File: src/rtl/fir_mac.sv
// fir_mac: sequential single-multiplier FIR filter.
// Computes y[n] = (sum_{k=0..NTAPS-1} c[k] * x[n-k]) * 2^-FRAC with one
// multiply-accumulate per cycle, then scales and saturates to DATA_W bits.
//
// Optional feature macro: FIR_MAC_ROUND_EN
//   defined   -> round half up (add 2^(FRAC-1) before the shift)
//   undefined -> truncate toward negative infinity (plain arithmetic shift)
//
// Ports:
//   clk        rising-edge clock
//   reset_n    synchronous active-low reset
//   in_valid   sample offered
//   in_ready   block accepts a sample this cycle (IDLE only)
//   in_data    signed sample x[n]
//   coef_we    coefficient write strobe (honoured in IDLE only)
//   coef_addr  tap index k
//   coef_wdata signed coefficient c[k]
//   out_valid  result y[n] available
//   out_ready  consumer accepts the result
//   out_data   signed result y[n]
//   busy       high in every state except IDLE
module fir_mac #(
    parameter int unsigned DATA_W = 16,
    parameter int unsigned COEF_W = 16,
    parameter int unsigned FRAC   = 14,
    parameter int unsigned NTAPS  = 8
) (
    input  logic                       clk,
    input  logic                       reset_n,
    input  logic                       in_valid,
    output logic                       in_ready,
    input  logic [DATA_W-1:0]          in_data,
    input  logic                       coef_we,
    input  logic [$clog2(NTAPS)-1:0]   coef_addr,
    input  logic [COEF_W-1:0]          coef_wdata,
    output logic                       out_valid,
    input  logic                       out_ready,
    output logic [DATA_W-1:0]          out_data,
    output logic                       busy
);

    localparam int unsigned AW    = $clog2(NTAPS);
    localparam int unsigned AW1   = AW + 1;
    localparam int unsigned PW    = DATA_W + COEF_W;
    localparam int unsigned ACC_W = PW + AW;
    // One spare bit so the rounding offset can never wrap the accumulator
    localparam int unsigned SW    = ACC_W + 1;

    localparam logic signed [SW-1:0] OMAX = SW'((64'sd1 <<< (DATA_W - 1)) - 64'sd1);
    localparam logic signed [SW-1:0] OMIN = ~OMAX;

`ifdef FIR_MAC_ROUND_EN
    localparam logic signed [SW-1:0] RND = SW'(64'sd1 <<< (FRAC - 1));
`else
    localparam logic signed [SW-1:0] RND = '0;
`endif

    typedef enum logic [1:0] {
        IDLE  = 2'd0,
        MAC   = 2'd1,
        SCALE = 2'd2,
        HOLD  = 2'd3
    } state_t;

    state_t state;

    logic signed [DATA_W-1:0] dline [NTAPS];
    logic signed [COEF_W-1:0] coef  [NTAPS];

    logic [AW-1:0]            wr_ptr;   // slot for the next incoming sample
    logic [AW-1:0]            base;     // slot holding x[n] for this result
    logic [AW-1:0]            tap;      // current k during MAC
    logic [AW-1:0]            rd_idx;
    logic signed [ACC_W-1:0]  acc;
    logic signed [PW-1:0]     product;
    logic signed [SW-1:0]     rounded;
    logic signed [SW-1:0]     shifted;
    logic signed [DATA_W-1:0] sat_data;

    // Delay-line slot of x[n-k], wrapping modulo NTAPS
    always_comb begin
        rd_idx = '0;
        if (base >= tap) begin
            rd_idx = base - tap;
        end else begin
            rd_idx = AW'(AW1'(base) + AW1'(NTAPS) - AW1'(tap));
        end
    end

    // Full-width signed product for the current tap
    always_comb begin
        product = PW'(dline[rd_idx]) * PW'(coef[tap]);
    end

    // Optional rounding, arithmetic shift, then saturation to DATA_W
    always_comb begin
        rounded  = SW'(acc) + RND;
        shifted  = rounded >>> FRAC;
        sat_data = DATA_W'(shifted);
        if (shifted > OMAX) begin
            sat_data = DATA_W'(OMAX);
        end else if (shifted < OMIN) begin
            sat_data = DATA_W'(OMIN);
        end
    end

    // Control FSM, datapath registers and registered outputs
    always_ff @(posedge clk) begin
        if (!reset_n) begin
            state     <= IDLE;
            acc       <= '0;
            wr_ptr    <= '0;
            base      <= '0;
            tap       <= '0;
            in_ready  <= 1'b1;
            out_valid <= 1'b0;
            out_data  <= '0;
            busy      <= 1'b0;
            for (int i = 0; i < int'(NTAPS); i++) begin
                dline[i] <= '0;
                coef[i]  <= '0;
            end
        end else begin
            case (state)
                IDLE: begin
                    // A write coincident with a handshake lands before MAC reads it
                    if (coef_we && (AW1'(coef_addr) < AW1'(NTAPS))) begin
                        coef[coef_addr] <= coef_wdata;
                    end
                    if (in_valid && in_ready) begin
                        dline[wr_ptr] <= in_data;
                        base          <= wr_ptr;
                        wr_ptr        <= (wr_ptr == AW'(NTAPS - 1)) ? '0 : wr_ptr + 1'b1;
                        tap           <= '0;
                        acc           <= '0;
                        in_ready      <= 1'b0;
                        busy          <= 1'b1;
                        state         <= MAC;
                    end
                end
                MAC: begin
                    acc <= acc + ACC_W'(product);
                    if (tap == AW'(NTAPS - 1)) begin
                        state <= SCALE;
                    end else begin
                        tap <= tap + 1'b1;
                    end
                end
                SCALE: begin
                    out_data  <= sat_data;
                    out_valid <= 1'b1;
                    state     <= HOLD;
                end
                HOLD: begin
                    if (out_ready) begin
                        out_valid <= 1'b0;
                        in_ready  <= 1'b1;
                        busy      <= 1'b0;
                        state     <= IDLE;
                    end
                end
                default: begin
                    state <= IDLE;
                end
            endcase
        end
    end

endmodule

File: config.mk
export PLATFORM = sky130hd
export DESIGN_NAME = fir_mac
export DESIGN_NICKNAME = d
export VERILOG_FILES = /design/src/rtl/fir_mac.sv
export SDC_FILE = /design/constraint.sdc
export NUM_CORES = 1
export LEC_CHECK = 0
export CAP_MARGIN = 20
export CORE_MARGIN = 1
export CORE_UTILIZATION = 50
export DETAILED_ROUTE_END_ITERATION = 8
export HOLD_SLACK_MARGIN = 0.03
export PLACE_DENSITY = 0.77
export REMOVE_ABC_BUFFERS = 1
export SLEW_MARGIN = 40
export SYNTH_ARGS = -nofsm -noshare
export SYNTH_HDL_FRONTEND = slang
export SYNTH_SLANG_ARGS = --single-unit
File: constraint.sdc
create_clock -name clk -period 7 [get_ports clk]
set_input_delay 1.4 -clock clk [delete_from_list [all_inputs] [get_ports clk]]
set_output_delay 1.4 -clock clk [all_outputs]
set_load 0.05 [all_outputs]
==> results of run 1 <==
## final cells by class
class                           count  area (um2)
Multi-Input combinational cell   1447       15400
Timing Repair Buffer              353        3180
Clock inverter                     21         195
Sequential cell                   324        9050
Fill cell                        3793       19100
Clock buffer                       47        1010
Inverter                          374        1410
Tap cell                          672         841
## worst reg2reg max path: cells and delay by family (launching register included)
kind	cells	cell delay, ns
buffers and inverters	13	1.09
AND/OR/NAND/NOR	4	0.36
multiplexers	3	0.82
adder cells (fa/ha/maj)	9	3.78
AO/OA/AOI/OAI	4	1.04
XOR/XNOR	2	0.34
flip-flops	1	0.32
## what timing repair did
action                     4_1_cts  5_1_grt
gates cloned                     3        0
pin swaps                       61       55
setup endpoints to repair       25       26
gates resized for setup        125       72
hold buffers                     0        0
buffers inserted                38       15
## cells in the final DEF, fill, tap and decap left out, types with 13 or more instances in the layout
| master | count |
|---|---|
| mux2_2 | 13 |
| o21ai_1 | 27 |
| nand2_1 | 144 |
| fa_2 | 22 |
| xnor2_1 | 25 |
| a21oi_1 | 33 |
| buf_6 | 24 |
| fa_1 | 289 |
| mux4_2 | 64 |
| a22oi_1 | 20 |
| inv_1 | 350 |
| clkdlybuf4s50_1 | 57 |
| inv_2 | 23 |
| clkbuf_16 | 39 |
| nor2_2 | 15 |
| a21oi_2 | 14 |
| nor2b_1 | 26 |
| buf_4 | 248 |
| edfxtp_1 | 256 |
| ha_1 | 92 |
| and2_1 | 266 |
| dfxtp_1 | 65 |
| ha_4 | 17 |
| mux2i_1 | 22 |
| buf_12 | 20 |
| o21ai_0 | 24 |
| nor2_1 | 161 |
## path summary, 6_finish.rpt
check,from,end,cells past startpoint
worst min-delay path,base[0],base[0],2
worst max-delay path,base[0],acc[33],35
worst min register to register,base[0],base[0],2
worst max register to register,base[0],acc[33],35
## per-layer routing
metal	up-vias	wire, um	share of wire, %	track usage (%)
met2	719	32800	49	45.7
met1	8971	27400	41	36.5
li1	7852	-	-	-
met5	-	0	0	0
met4	0	1650	2.4	7.40
met3	118	5570	8.3	4.45
## sequential cells by signal, indices dropped and copies added, names as in the netlist, named ones only
signal	cells
acc	35
out_data	16
out_valid	1
dline	128
busy	1
wr_ptr	3
state	2
tap	3
coef	128
in_ready	1
base	3
## cells by family after synthesis
family	synth area share (%)
mux	8.05
flops	35.5
simple gates	13.5
compound gates	4.88
fa+ha+maj	30.0
buf+inv	6.70
xor+xnor	1.34
## per-stage QoR
step	cell area, um2	TNS (ns)	util [%]
after floorplan	25200	-34.07	-
after global placement	28600	-14.50	57.0
after detailed placement	28700	-16.67	57.1
after CTS	30800	-12.67	61.4
after global routing	31100	-20.77	62.0
final	31100	-14.38	62.0
==> key figures, run 1 <==
Min path
  – Worst hold path class: reg -> reg

Finish
  – Fin cells: 3238
  – Layout cell share with drive strength beyond 1: 23.6%
  – Post-layout net count: 3001
  – Area growth, synth to finish: 22.2%
  – N_diodes: 0

Clock network
  – Clock transition at path regs: 0.06 ns
  – Num CTS Buffers: 37
  – Root Buffer: clkbuf_16
  – Max clock buf depth: 3
  – Clk_lat worst skew: 0.56 ns
  – Max H-tree Level: 2
  – CTS tree: yes
  – Clk sinks: 324

Global routing
  – Gr ovfl total: 0
  – Vias in the first global route: 19.1k
  – Largest net degree at the start of global routing: 47
  – First-pass GRT wire length: 106 mm
  – Gr usage total: 27.1%
  – Initial antenna violation count: 1

Synthesis
  – Sequential element share of the synthesized area: 35.5%
  – Synth area leader: edfxtp_1
  – Gate Count Post-Synth: 2218
  – Yosys reg bits: 324
  – Count leader, synth: inv_1
  – Mapped Avg Cell Area: 11.5 um2
  – Synth Warn #: 0
  – Ys async rst share: 0%
  – Main synth FF type: edfxtp_1
  – Commonest cells in the synthesized netlist: 373 x inv_1, 311 x fa_1, 268 x and2_1
  – Area contributors post-synth: edfxtp_1 30%, fa_1 24%, and2_1 6.6%, mux4_2 5.7%, ha_1 5.6%
  – Post-synthesis cell area: 0.0255 mm2
  – Synth unique cells: 70
  – Number of synthesized flops with an enable pin: 256
  – Top cell type's share of synthesized area: 30.2%

Floorplanning
  – I/O pin total: 59
  – Die H: 228 um
  – Core area: 0.0502 mm2
  – Die ar.: 0.0518 mm2
  – Initial Util: 50.7%
  – Die Span X: 228 um
  – FP Rows: 82

Job
  – MaxCap Viol Count: 0

Critical path
  – CP top delay family: adder cells
  – Req. time, crit path: 7.44 ns
  – Crit path DAT: 8.32 ns
  – Flop-to-flop setup slack: -0.88 ns
  – Bufs and invs on worst path: 13
  – CP peak stage delay: 0.52 ns
  – Crit Path Category: reg -> reg
  – Worst path slowest cell: fa_1
  – Crit. End Element: register
  – Crit start category: register
  – CP most frequent cell: inv_2
  – Crit path max fanout: 5

STA
  – RSZ-0062 raised after global routing: true
  – Period utilization: 113%
  – FMAX: 127 MHz
  – Final worst setup slack: -0.878 ns
  – Slew HR: 44.3%
  – Slew at the pin closest to its max-slew limit: 0.835 ns
  – Final Critical Period: 7.88 ns
  – Final setup fails: 24
  – Worst Skew: 0.0261 ns
  – Fin. Hold Viols: 0
  – Max-slew violation count: 0
  – Hold slack: 0.477 ns

Route
  – Drt wl/cell: 20.8 um
  – Antenna-violating nets left: 0
  – Vias after detailed routing: 17.7k
  – DR pass1 iterations: 5
  – DR vias/cell: 5.45
  – DRC viols: 0
  – Final wirelength: 67.4 mm
  – Initial DRC Count: 1594

Placed design
  – Global placer's final weighted congestion: 0.987
  – Port bufs: 58
  – DP Wirelength: 49.5 mm
  – Pre-CTS setup slack: -1.09 ns
  – Cells after DPL: 3118

Run status
  – Failing checks: negative setup slack
  – Status: finished, violations left
Power of run 1 is left out: the tool's default activity adds up to more than one toggle a clock period on the data nets, which glitch-free logic cannot reach.
==> run 2, diff against run 1 <==
- GPL_TIMING_DRIVEN: default -> 1
==> results of run 2 <==
Final layout, timing and power as in run 1 (identical DEF).
Power of run 2 is left out for the same reason.
